===== src/rtl/alu_ctrl_pkg.sv =====
// Shared funct encodings, FSM state type and op classification for the ALU sequencer.
package alu_ctrl_pkg;

  localparam int FUNCT_W        = 6;
  localparam int DIV_CYCLES_DEF = 32;
  localparam int CNT_W_DEF      = 6;

  typedef logic [FUNCT_W-1:0] funct_t;

  localparam funct_t F_AND  = 6'b100100;
  localparam funct_t F_OR   = 6'b100101;
  localparam funct_t F_ADD  = 6'b100000;
  localparam funct_t F_SUB  = 6'b100010;
  localparam funct_t F_SLT  = 6'b101010;
  localparam funct_t F_SRL  = 6'b000010;
  localparam funct_t F_DIVU = 6'b011011;
  localparam funct_t F_MFHI = 6'b010000;
  localparam funct_t F_MFLO = 6'b010010;

  typedef enum logic [1:0] {ST_IDLE, ST_EXEC, ST_DIV} state_t;

  typedef enum logic [2:0] {OC_ILL, OC_ALU, OC_SHT, OC_DIV, OC_MF} op_class_t;

  function automatic op_class_t classify(funct_t f);
    case (f)
      F_AND, F_OR, F_ADD, F_SUB, F_SLT: classify = OC_ALU;
      F_SRL:                            classify = OC_SHT;
      F_DIVU:                           classify = OC_DIV;
      F_MFHI, F_MFLO:                   classify = OC_MF;
      default:                          classify = OC_ILL;
    endcase
  endfunction

endpackage


===== src/rtl/alu_ctrl_seq_div_cycle_counter.sv =====
// Divide-cycle counter: restarts at 0 on load, advances while enabled, flags the last
// cycle (tc) and the cycle before it (pre_tc) so the parent can register done.
module div_cycle_counter
  import alu_ctrl_pkg::*;
#(
  parameter int DIV_CYCLES = DIV_CYCLES_DEF,
  parameter int CNT_W      = CNT_W_DEF
) (
  input  logic clk,
  input  logic rst_n,
  input  logic i_load,
  input  logic i_en,
  output logic o_tc,
  output logic o_pre_tc
);

  logic [CNT_W-1:0] r_cnt;

  always_ff @(posedge clk or negedge rst_n) begin
    if (!rst_n)      r_cnt <= '0;
    else if (i_load) r_cnt <= '0;
    else if (i_en)   r_cnt <= r_cnt + 1'b1;
    else             r_cnt <= '0;
  end

  assign o_tc     = (r_cnt == CNT_W'(DIV_CYCLES - 1));
  assign o_pre_tc = (r_cnt == CNT_W'(DIV_CYCLES - 2));

endmodule


===== src/rtl/alu_ctrl_seq.sv =====
// ALU datapath sequencer: single-cycle ops, multi-cycle DIVU timing, ready/done/err.
// Optional HILO_INTERLOCK_EN: one-entry slot holding an MFHI/MFLO issued during a divide.
module alu_ctrl_seq
  import alu_ctrl_pkg::*;
#(
  parameter int DIV_CYCLES = DIV_CYCLES_DEF,
  parameter int CNT_W      = CNT_W_DEF
) (
  input  logic               clk,
  input  logic               reset,
  input  logic               start,
  input  logic [FUNCT_W-1:0] funct,
  output logic               ready,
  output logic [FUNCT_W-1:0] SignaltoALU,
  output logic [FUNCT_W-1:0] SignaltoSHT,
  output logic [FUNCT_W-1:0] SignaltoDIV,
  output logic               div_load,
  output logic [FUNCT_W-1:0] SignaltoMUX,
  output logic               busy,
  output logic               done,
  output logic               err
);

  state_t    r_state;
  funct_t    r_alu, r_sht, r_div, r_mux;
  logic      r_div_load, r_busy, r_done, r_err;

  op_class_t w_class;
  logic      w_in_div, w_tc, w_pre_tc;
  logic      w_slot_free, w_accept, w_capture, w_pend_vld;
  funct_t    w_pend_funct;

  assign w_class     = classify(funct);
  assign w_in_div    = (r_state == ST_DIV);
  // On the last divide cycle a queued MFHI/MFLO owns the next cycle, so new issue waits.
  assign w_slot_free = !w_in_div || (w_tc && !w_pend_vld);
  assign w_accept    = start && w_slot_free;

  div_cycle_counter #(
    .DIV_CYCLES(DIV_CYCLES),
    .CNT_W     (CNT_W)
  ) u_div_cnt (
    .clk     (clk),
    .rst_n   (reset),
    .i_load  (w_accept && (w_class == OC_DIV)),
    .i_en    (w_in_div && !w_tc),
    .o_tc    (w_tc),
    .o_pre_tc(w_pre_tc)
  );

`ifdef HILO_INTERLOCK_EN
  logic   r_pend_vld;
  funct_t r_pend_funct;
  logic   w_can_capture;

  assign w_can_capture = w_in_div && !w_tc && (w_class == OC_MF) && !r_pend_vld;
  assign w_capture     = start && w_can_capture;
  assign ready         = w_slot_free || w_can_capture;
  assign w_pend_vld    = r_pend_vld;
  assign w_pend_funct  = r_pend_funct;

  always_ff @(posedge clk or negedge reset) begin
    if (!reset) begin
      r_pend_vld   <= 1'b0;
      r_pend_funct <= '0;
    end else if (w_capture) begin
      r_pend_vld   <= 1'b1;
      r_pend_funct <= funct;
    end else if (w_in_div && w_tc) begin
      r_pend_vld   <= 1'b0;
    end
  end
`else
  assign w_capture    = 1'b0;
  assign ready        = w_slot_free;
  assign w_pend_vld   = 1'b0;
  assign w_pend_funct = '0;
`endif

  always_ff @(posedge clk or negedge reset) begin
    if (!reset) begin
      r_state    <= ST_IDLE;
      r_alu      <= '0;
      r_sht      <= '0;
      r_div      <= '0;
      r_mux      <= '0;
      r_div_load <= 1'b0;
      r_busy     <= 1'b0;
      r_done     <= 1'b0;
      r_err      <= 1'b0;
    end else begin
      // NOTE: defaults first, then overrides; the last non-blocking assignment wins,
      // so every output falls back to 0 unless this cycle's branch drives it.
      r_state    <= ST_IDLE;
      r_alu      <= '0;
      r_sht      <= '0;
      r_div      <= '0;
      r_mux      <= '0;
      r_div_load <= 1'b0;
      r_busy     <= 1'b0;
      r_done     <= 1'b0;
      r_err      <= 1'b0;
      if (w_accept) begin
        case (w_class)
          OC_ALU: begin
            r_state <= ST_EXEC;
            r_alu   <= funct;
            r_mux   <= funct;
            r_done  <= 1'b1;
          end
          OC_SHT: begin
            r_state <= ST_EXEC;
            r_sht   <= funct;
            r_mux   <= funct;
            r_done  <= 1'b1;
          end
          OC_MF: begin
            r_state <= ST_EXEC;
            r_mux   <= funct;
            r_done  <= 1'b1;
          end
          OC_DIV: begin
            r_state    <= ST_DIV;
            r_div      <= F_DIVU;
            r_mux      <= F_DIVU;
            r_div_load <= 1'b1;
            r_busy     <= 1'b1;
          end
          default: r_err <= 1'b1;
        endcase
      end else begin
        r_err <= start && !w_capture;
        if (w_in_div && !w_tc) begin
          r_state <= ST_DIV;
          r_div   <= F_DIVU;
          r_mux   <= F_DIVU;
          r_busy  <= 1'b1;
          r_done  <= w_pre_tc;
        end else if (w_in_div && w_pend_vld) begin
          r_state <= ST_EXEC;
          r_mux   <= w_pend_funct;
          r_done  <= 1'b1;
        end
      end
    end
  end

  assign SignaltoALU = r_alu;
  assign SignaltoSHT = r_sht;
  assign SignaltoDIV = r_div;
  assign SignaltoMUX = r_mux;
  assign div_load    = r_div_load;
  assign busy        = r_busy;
  assign done        = r_done;
  assign err         = r_err;

endmodule


===== config.mk =====
export PLATFORM = sky130hd
export DESIGN_NAME = alu_ctrl_seq
export DESIGN_NICKNAME = d
export VERILOG_FILES = /design/src/rtl/alu_ctrl_pkg.sv /design/src/rtl/alu_ctrl_seq_div_cycle_counter.sv /design/src/rtl/alu_ctrl_seq.sv
export SDC_FILE = /design/constraint.sdc
export NUM_CORES = 1
export LEC_CHECK = 0
export CAP_MARGIN = 20
export CORE_UTILIZATION = 35
export CTS_BUF_LIST = sky130_fd_sc_hd__clkbuf_16
export DETAILED_ROUTE_END_ITERATION = 16
export REMOVE_ABC_BUFFERS = 1
export SYNTH_ARGS = -nofsm -noshare
export SYNTH_HDL_FRONTEND = slang
export SYNTH_HIERARCHICAL = 1
export SYNTH_SLANG_ARGS = --single-unit

===== constraint.sdc =====
create_clock -name clk -period 2.05 [get_ports clk]
set_clock_uncertainty 0.05 [all_clocks]
set_input_delay 0.205 -clock clk [delete_from_list [all_inputs] [get_ports clk]]
set_output_delay 0.205 -clock clk [all_outputs]
set_load 0.02 [all_outputs]

# Word level (Yosys, flattened, before mapping)
# Cells that the tools add are included.
[word_totals]
ff_bits = 36
in_bits = 9
word_cells = 61
[op_classes]
addsub = 1
eq_ne = 16
n_mux = 24
n_reduce_logical = 10
[ops]
columns = ["op", "count"]
rows = [
  ["$mux 6", 8],
  ["$eq 6x5->1 const B", 5],
  ["$eq 6x6->1 const B", 5],
  ["$pmux 3 s4", 1],
  ["$pmux 6 s2", 1],
  ["$mux 5", 2],
  ["$mux 1", 9],
  ["$add 6x1->6 const B", 1],
  ["$eq 3x2->1 const B", 2],
  ["$eq 6x2->1 const B", 1],
  ["$reduce_or 5->1", 1],
  ["$mux 2", 2],
  ["$pmux 2 s2", 1],
  ["$reduce_or 4->1", 1],
  ["$eq 3x1->1 const B", 1],
  ["$eq 3x3->1 const B", 1],
  ["$logic_and 1x1->1", 3],
  ["$reduce_or 3->1", 1],
  ["$eq 2x2->1 const B", 1],
  ["$logic_not 1->1", 2],
  ["$reduce_or 2->1", 1],
  ["$logic_or 1x1->1", 1],
]

# Logic depth before layout (Yosys ltp)
# Gate-level depths: netlist of the first run.
[depth]
word_depth = 7
mapped_depth = 8

# By module
# The synthesis of the first run kept the hierarchy.
[modules_own_cells]
columns = ["module", "n_inst", "cells_per_inst", "area_per_inst_um2", "seq_area_each_um2"]
rows = [
  ["alu_ctrl_seq", 1, 83, 973.4, 575.6],
  ["div_cycle_counter", 1, 27, 289.0, 150.1],
]

# Least setup slack after synthesis of the first run
# No wires, ideal clock.
[synth_timing]
kind = "register -> register"
from = "reg u_div_cnt.r_cnt[2]"
to = "reg u_div_cnt.r_cnt[5]"
arrival_ns = 1.801
path_slack_ns = 0.121
stages_incl_launch_ff = 9
path_buffers = 1
period_less_slack_ns = 1.929
path_cell_list = "dfrtp_1 > and4b_2 > and2_1 > or3b_1 > buf_4 > nand2_2 > nor3_1 > nand2b_1 > a21oi_1"
[synth_between]
elab_chain_cells = 5
elab_cells_between_ends = 9
classes_between = "add/sub (1); eq/ne (1); mux (2); reduce/logical (5)"
[synth_rtl]
columns = ["item", "line_no", "rtl"]
rows = [
  ["from (decl)", "alu_ctrl_seq_div_cycle_counter.sv:17", "logic [CNT_W-1:0] r_cnt;"],
  ["from (signal assigned)", "alu_ctrl_seq_div_cycle_counter.sv:22", "else if (i_en) r_cnt <= r_cnt + 1'b1;"],
  ["$eq 6x5->1", "alu_ctrl_seq_div_cycle_counter.sv:26", "assign o_tc = (r_cnt == CNT_W'(DIV_CYCLES - 1));"],
  ["net w_tc", "alu_ctrl_seq.sv:29", "logic w_in_div, w_tc, w_pre_tc;"],
  ["$logic_or 1x1->1", "alu_ctrl_seq.sv:36", "assign w_slot_free = !w_in_div || (w_tc && !w_pend_vld);"],
  ["net ready", "alu_ctrl_seq.sv:13", "output logic ready,"],
  ["$logic_and 1x1->1", "alu_ctrl_seq.sv:37", "assign w_accept = start && w_slot_free;"],
  ["$logic_and 1x1->1", "alu_ctrl_seq.sv:45", ".i_load (w_accept && (w_class == OC_DIV)),"],
  ["$mux 6", "alu_ctrl_seq_div_cycle_counter.sv:21", "else if (i_load) r_cnt <= '0;"],
]
# The timed path passes the listed nets, and every way through them passes these cells.

# Final worst setup path of the first run
[layout_timing]
from = "reg u_div_cnt.r_cnt[3]"
to = "reg r_alu[1], in the netlist SignaltoALU[1]"
[layout_between]
elab_chain_cells = 4
[layout_rtl]
columns = ["item", "line_no", "rtl"]
rows = [
  ["$eq 6x5->1", "alu_ctrl_seq_div_cycle_counter.sv:26", ""],
  ["net w_tc", "alu_ctrl_seq.sv:29", ""],
  ["$logic_or 1x1->1", "alu_ctrl_seq.sv:36", ""],
  ["$logic_and 1x1->1", "alu_ctrl_seq.sv:37", ""],
  ["$mux 6", "alu_ctrl_seq.sv:103", "if (w_accept) begin"],
  ["to (signal assigned)", "alu_ctrl_seq.sv:107", "r_alu <= funct;"],
  ["to (decl)", "alu_ctrl_seq.sv:25", "funct_t r_alu, r_sht, r_div, r_mux;"],
]
# The timed path passes the listed nets, and every way through them passes these cells.

==> results of run 1 <==
-- power by group --
group / internal (mW) / total [mW] / leakage (nW) / switching (mW)
clock: 0.432 / 0.644 / 0.0776 / 0.212
combinational: 0.0920 / 0.207 / 0.387 / 0.115
sequential: 0.595 / 0.602 / 0.386 / 0.00731
total: 1.12 / 1.45 / 0.851 / 0.334
-- routing by layer --
| metal | part of all wire (%) | track usage, % |
|---|---|---|
| met5 | 0 | 0 |
| met4 | 1.8 | 9.524 |
| met3 | 5.1 | 5.383 |
| met2 | 45 | 21.73 |
| met1 | 48 | 18.09 |
-- cell type report --
class / instances / area (sq um)
fill: 297 / 1544
tap: 46 / 57.56
clock buffer: 5 / 125.1
multi-input combinational: 74 / 498.0
timing repair buffer: 44 / 412.9
inverter: 4 / 15.01
sequential: 29 / 725.7
clock inverter: 3 / 11.26
-- critical path, delay by kind of cell, from the launching register on --
family	cells	cell delay [ns]
AND/OR/NAND/NOR	6	1.05
buffers and inverters	2	0.31
flip-flops	1	0.40
-- final timing paths --
check / from / end / slack [ns] / cells after the start
worst max-delay path: u_div_cnt/r_cnt[3]$_DFF_PN0_ / SignaltoALU[1]$_DFF_PN0_ / 0.13 / 8
worst min-delay path: reset / SignaltoMUX[2]$_DFF_PN0_ / 0.27 / 2
worst max register to register: u_div_cnt/r_cnt[3]$_DFF_PN0_ / SignaltoALU[1]$_DFF_PN0_ / 0.13 / 8
worst min register to register: u_div_cnt/r_cnt[0]$_DFF_PN0_ / u_div_cnt/r_cnt[0]$_DFF_PN0_ / 0.50 / 2
max in group asynchronous: reset / err$_DFF_PN0_ / 1.41 / 2
min in group clk: u_div_cnt/r_cnt[0]$_DFF_PN0_ / u_div_cnt/r_cnt[0]$_DFF_PN0_ / 0.50 / 2
-- Yosys cell counts --
master and instances:
dfrtp_1 29, and3_1 1, nor4b_4 1, nor4_2 2, buf_4 7, nor2_1 11
and4b_2 1, nand3_2 1, and2_1 5, clkinv_1 1, a221oi_2 1, a21oi_1 4
xnor2_1 1, inv_1 3, and2b_4 1, nor2b_1 1, o41a_1 1, nor3_1 1
nor4_1 4, or3_1 1, xor2_1 2, nand4_1 1, or3b_1 1, mux2i_1 1
a21o_1 1, a41o_1 2, and2b_2 1, clkbuf_1 1, nand2_1 5, conb_1 1
nand3_1 5, o21ai_0 4, buf_2 2, nand2_2 1, a31o_2 1, nand2b_1 2
ha_1 2
-- state kept, by name, summed over array words and instances (netlist names) --
name and cells:
err 1, r_state 2, div_load 1, done 1, SignaltoALU 6, SignaltoMUX 6, SignaltoSHT 6, u_div_cnt/r_cnt 6
-- timing repair --
item                                    4_1_cts  5_1_grt
cloned                                        0        0
resized for setup                             1        4
endpoints found under the setup margin        1        5
pin swaps                                     0        0
-- logic make-up (layout without fill, tap and decap cells) --
group                      after synthesis  in the layout  synth area share, %
AOI/OAI and AO/OA                       14             14                8.127
xor gates and xnor gates                 3              3                2.082
adders and majority gates                2              2                1.982
buffers and inverters                   14             56                6.441
DFF                                     29             29                57.48
muxes                                    1              1               0.7929
other                                    1              8               0.2970
and+or+nand+nor                         46             46                22.80
-- stage by stage --
| step | hold WS [ns] | setup slack (ns) | instance area (sq um) | setup TNS, ns | util, % |
|---|---|---|---|---|---|
| global route | 0.3111 | 0.02895 | 1846 | 0 | 54.45 |
| finish | 0.2708 | 0.1285 | 1846 | 0 | 54.45 |
| detailed placement | 0.5008 | 0.09644 | 1698 | 0 | 50.09 |
| floorplan | -0.1406 | -0.1249 | 1222 | -0.6335 | - |
| global placement | 0.4815 | 0.1181 | 1698 | 0 | 50.09 |
| CTS | 0.2881 | 0.02767 | 1833 | 0 | 54.08 |
-- cell usage in the layout, fill, tap and decap left out, drive strengths merged, types with 5 or more instances in the layout --
cell,netlist,final
clkdlybuf4s50,0,34
clkbuf,1,6
nor2,11,11
and2,5,5
conb,1,8
buf,9,9
nand2,6,6
nand3,6,6
inv,3,6
dfrtp,29,29
nor4,6,6
==> flow_summary.yaml, run 1 <==
floorplanning:
  core_sq_um: 3390
  dieArea_sq_um: 3851
  initial_core_util_pct: 37.25
  die_height_um: 62.06
  ios: 38
  fp-row-count: 21
  die_w_um: 62.06
timing:
  drv_slew: 0
  fin_crit_ns: 1.921
  rsz0062_at_grt: "no"
  setup_viol: 0
  min_period_over_period_pct: 93.73
  timing.fmax_mhz: 520.4
  finalHoldViolations: 0
grt:
  grt.total_usage_pct: 14.71
  grt_pass1_wl_um: 3836
  overflow: 0
  grt_pass1_vias: 853
  grt_max_degree: 30
  antenna_found_initial: 0
clocking:
  cts_sinks: 29
  holdBufCountCts: 0
  cts.path.max_buffers: 2
  htree_num_levels: 2
  cts_tree: "built"
  cts-buffers-inserted: 5
  cts_post_setup_buffers_inserted: 0
  worstSkewPairLatency_ns: 0.26
  clk_transition_reported_paths_ns: 0.05
  root_buffer: "clkbuf_16"
worst_setup_path:
  max_stage_delay_ns: 0.40
  setup.worst_path.start_class: "flop"
  arrival_ns: 2.02
  worst_ep_required_time_ns: 2.15
  crit_type: "reg -> reg"
  worst_setup_path_end_kind: "flop"
  critPathMaxFanout: 6
  critPathSlowestCell: "dfrtp_1"
  path_cells: "and4b_2 -> and2_1 -> or3b_1 -> buf_4 -> nand2_2 -> buf_4 -> nor4_2 -> and2_1"
placed_design:
  placed_cells: 197
  port_buffers: 35
  dp_hpwl_um: 1794
  place_congestion: 0.8671
cells_and_area:
  area_growth_pct: 46.18
  fin_cells: 205
  diodes: 0
  drive_gt1_share_pct: 16.35
  nets: 169
yosys:
  netlist_instances: 110
  yosysTopAreaCellShare_pct: 57.48
  yosysWarningCount: 6
  ys_seq_elements: 29
  synth.cell_area_sq_um: 1262
  postSynthAreaPerCell_sq_um: 11.48
  synth_area_leader_cell: "dfrtp_1"
  yosysUniqueCellTypes: 37
  ys_seq_area_share_pct: 57.48
  ys_top_cells_by_area: "dfrtp_1 57%, buf_4 4.2%, nor2_1 3.3%"
routing:
  drtPass1Iterations: 4
  viasPerCell: 4.595
  vias: 942
  wl_per_cell_um: 12.01
  route.detailed.drc: 0
  drt_iter0_drc: 24
  totalWireLength_um: 2462
  antenna_left: 0
status:
  status: "finished, final reports clean"
flow_run:
  maxCapViolations: 0
power_and_ir_drop:
  p_per_area_nw_per_um2: 787.7
  p_total_mw: 1.454
  p_leak_nw: 0.8512
  ir_drop_v: 0.0004242
worst_hold_path:
  hp-class: "in -> async"
(Power assumes the default switching activity.)
==> run 2: changes to the inputs <==
--- a/config.mk
+++ b/config.mk
@@ -12,2 +12,4 @@
 export REMOVE_ABC_BUFFERS = 1
+export SETUP_SLACK_MARGIN = 0.05
+export SLEW_MARGIN = 20
 export SYNTH_ARGS = -nofsm -noshare
--- a/constraint.sdc
+++ b/constraint.sdc
@@ -4,2 +4,2 @@
 set_output_delay 0.205 -clock clk [all_outputs]
-set_load 0.02 [all_outputs]
+set_load 0.005 [all_outputs]
==> flow_summary.yaml, run 2 (synthesis results as in run 1) <==
grt:
  overflow: 0
  grt.total_usage_pct: 14.11
  grt_max_degree: 30
  grt_pass1_vias: 837
  grt_pass1_wl_um: 3739
  antenna_found_initial: 0
clocking:
  worstSkewPairLatency_ns: 0.26
  htree_num_levels: 2
  root_buffer: "clkbuf_16"
  cts_sinks: 29
  cts-buffers-inserted: 5
  cts.path.max_buffers: 2
  cts_tree: "built"
  holdBufCountCts: 0
  clk_transition_reported_paths_ns: 0.05
power_and_ir_drop:
  p_per_area_nw_per_um2: 769.1
  ir_drop_v: 0.0003296
  p_leak_nw: 0.8471
worst_setup_path:
  critPathSlowestCell: "or3b_4"
  critPathMaxFanout: 5
  path_cells: "and4b_2 -> and2_1 -> or3b_4 -> clkdlybuf4s15_1"
  max_stage_delay_ns: 0.40
  worst_setup_path_end_kind: "primary output"
  worst_ep_required_time_ns: 1.79
  arrival_ns: 1.66
  setup.worst_path.start_class: "flop"
  crit_type: "reg -> out"
cells_and_area:
  fillCellCount: 290
  nets: 170
  diodes: 0
  area_growth_pct: 46.38
  final_common_cell: "clkdlybuf4s50_1"
  fin_cells: 206
  final_cell_mix: "34 x clkdlybuf4s50_1, 29 x dfrtp_1, 11 x nor2_1"
  drive_gt1_share_pct: 17.50
routing:
  totalWireLength_um: 2414
  wl_per_cell_um: 11.72
  drtPass1Iterations: 4
  antenna_left: 0
  route.detailed.drc: 0
  viasPerCell: 4.617
  vias: 951
  drt_iter0_drc: 21
floorplanning:
  die_height_um: 62.06
  ios: 38
  die_w_um: 62.06
  core_sq_um: 3390
  dieArea_sq_um: 3851
  fp-row-count: 21
  initial_core_util_pct: 37.25
status:
  status: "finished, final reports clean"
worst_hold_path:
  hp-class: "in -> async"
timing:
  setup_viol: 0
  finalSetupTns_ns: 0
  fin_ws_ns: 0.1347
  fin_crit_ns: 1.915
  drv_slew: 0
  timing.fmax_mhz: 522.1
  rsz0062_at_grt: "no"
  finalHoldViolations: 0
  min_period_over_period_pct: 93.43
placed_design:
  place_congestion: 0.8476
  dp_hpwl_um: 1731
  port_buffers: 35
  placed_cells: 195
  pre_cts_ws_ns: 0.08779
flow_run:
  maxCapViolations: 0
[run 2: repair_timing]
action | in CTS | in global routing
endpoints found under the setup margin | 1 | 1
resized for setup | 3 | 1
pin swaps | 0 | 1
setup buffers | 1 | 2
[run 2: worst max-delay path: cells and delay by family, from the launching register on]
kind / cells / cell delay (ns)
flip-flops: 1 / 0.37
AND/OR/NAND/NOR: 3 / 0.81
buffers and inverters: 1 / 0.22
[run 2: layout make-up]
class | count | area [sq um] | share of cell area [%]
well taps | 46 | 57.56 | 3.114
repair buffers | 45 | 425.4 | 23.02
inverters | 4 | 15.01 | 0.8125
multi-input cells | 74 | 486.7 | 26.34
flip-flops and latches | 29 | 725.7 | 39.27
clock buffers | 5 | 125.1 | 6.770
clock inverters | 3 | 12.51 | 0.6770
[run 2: path summary, 6_finish.rpt]
kind | endpoint | slack [ns] | depth (start not counted) | startpoint
max in group asynchronous | SignaltoSHT[2]$_DFF_PN0_ | 1.42 | 2 | reset
worst min-delay path | SignaltoMUX[2]$_DFF_PN0_ | 0.26 | 2 | reset
min in group clk | u_div_cnt/r_cnt[0]$_DFF_PN0_ | 0.45 | 1 | u_div_cnt/r_cnt[0]$_DFF_PN0_
worst min register to register | u_div_cnt/r_cnt[0]$_DFF_PN0_ | 0.45 | 1 | u_div_cnt/r_cnt[0]$_DFF_PN0_
worst max register to register | u_div_cnt/r_cnt[5]$_DFF_PN0_ | 0.21 | 7 | u_div_cnt/r_cnt[2]$_DFF_PN0_
worst max-delay path | ready | 0.13 | 4 | u_div_cnt/r_cnt[2]$_DFF_PN0_
[run 2: report_power, final]
group	internal, mW	switching [mW]	leakage [nW]
clock network	0.435	0.218	0.0687
registers	0.595	0.00866	0.386
logic	0.0884	0.0765	0.392
[run 2: metal layers]
metal / vias to the layer above / routed length, um / GRT usage (%)
met5: - / 0 / 0
met4: 0 / 39 / 7.619
li1: 462 / - / -
met1: 444 / 1097 / 17.20
met2: 40 / 1122 / 21.43
met3: 5 / 155 / 5.590
[run 2: stage by stage]
step	utilization (%)	area, sq um	power [mW]	hold slack, ns
3_3_place_gp	49.65	1683	0.7766	0.4383
6_report	54.52	1848	1.421	0.2614
2_1_floorplan	-	1222	0.6665	-0.1406
4_1_cts	54.04	1832	1.436	0.2768
5_1_grt	54.52	1848	1.486	0.2921
3_5_place_dp	49.65	1683	0.7771	0.4539
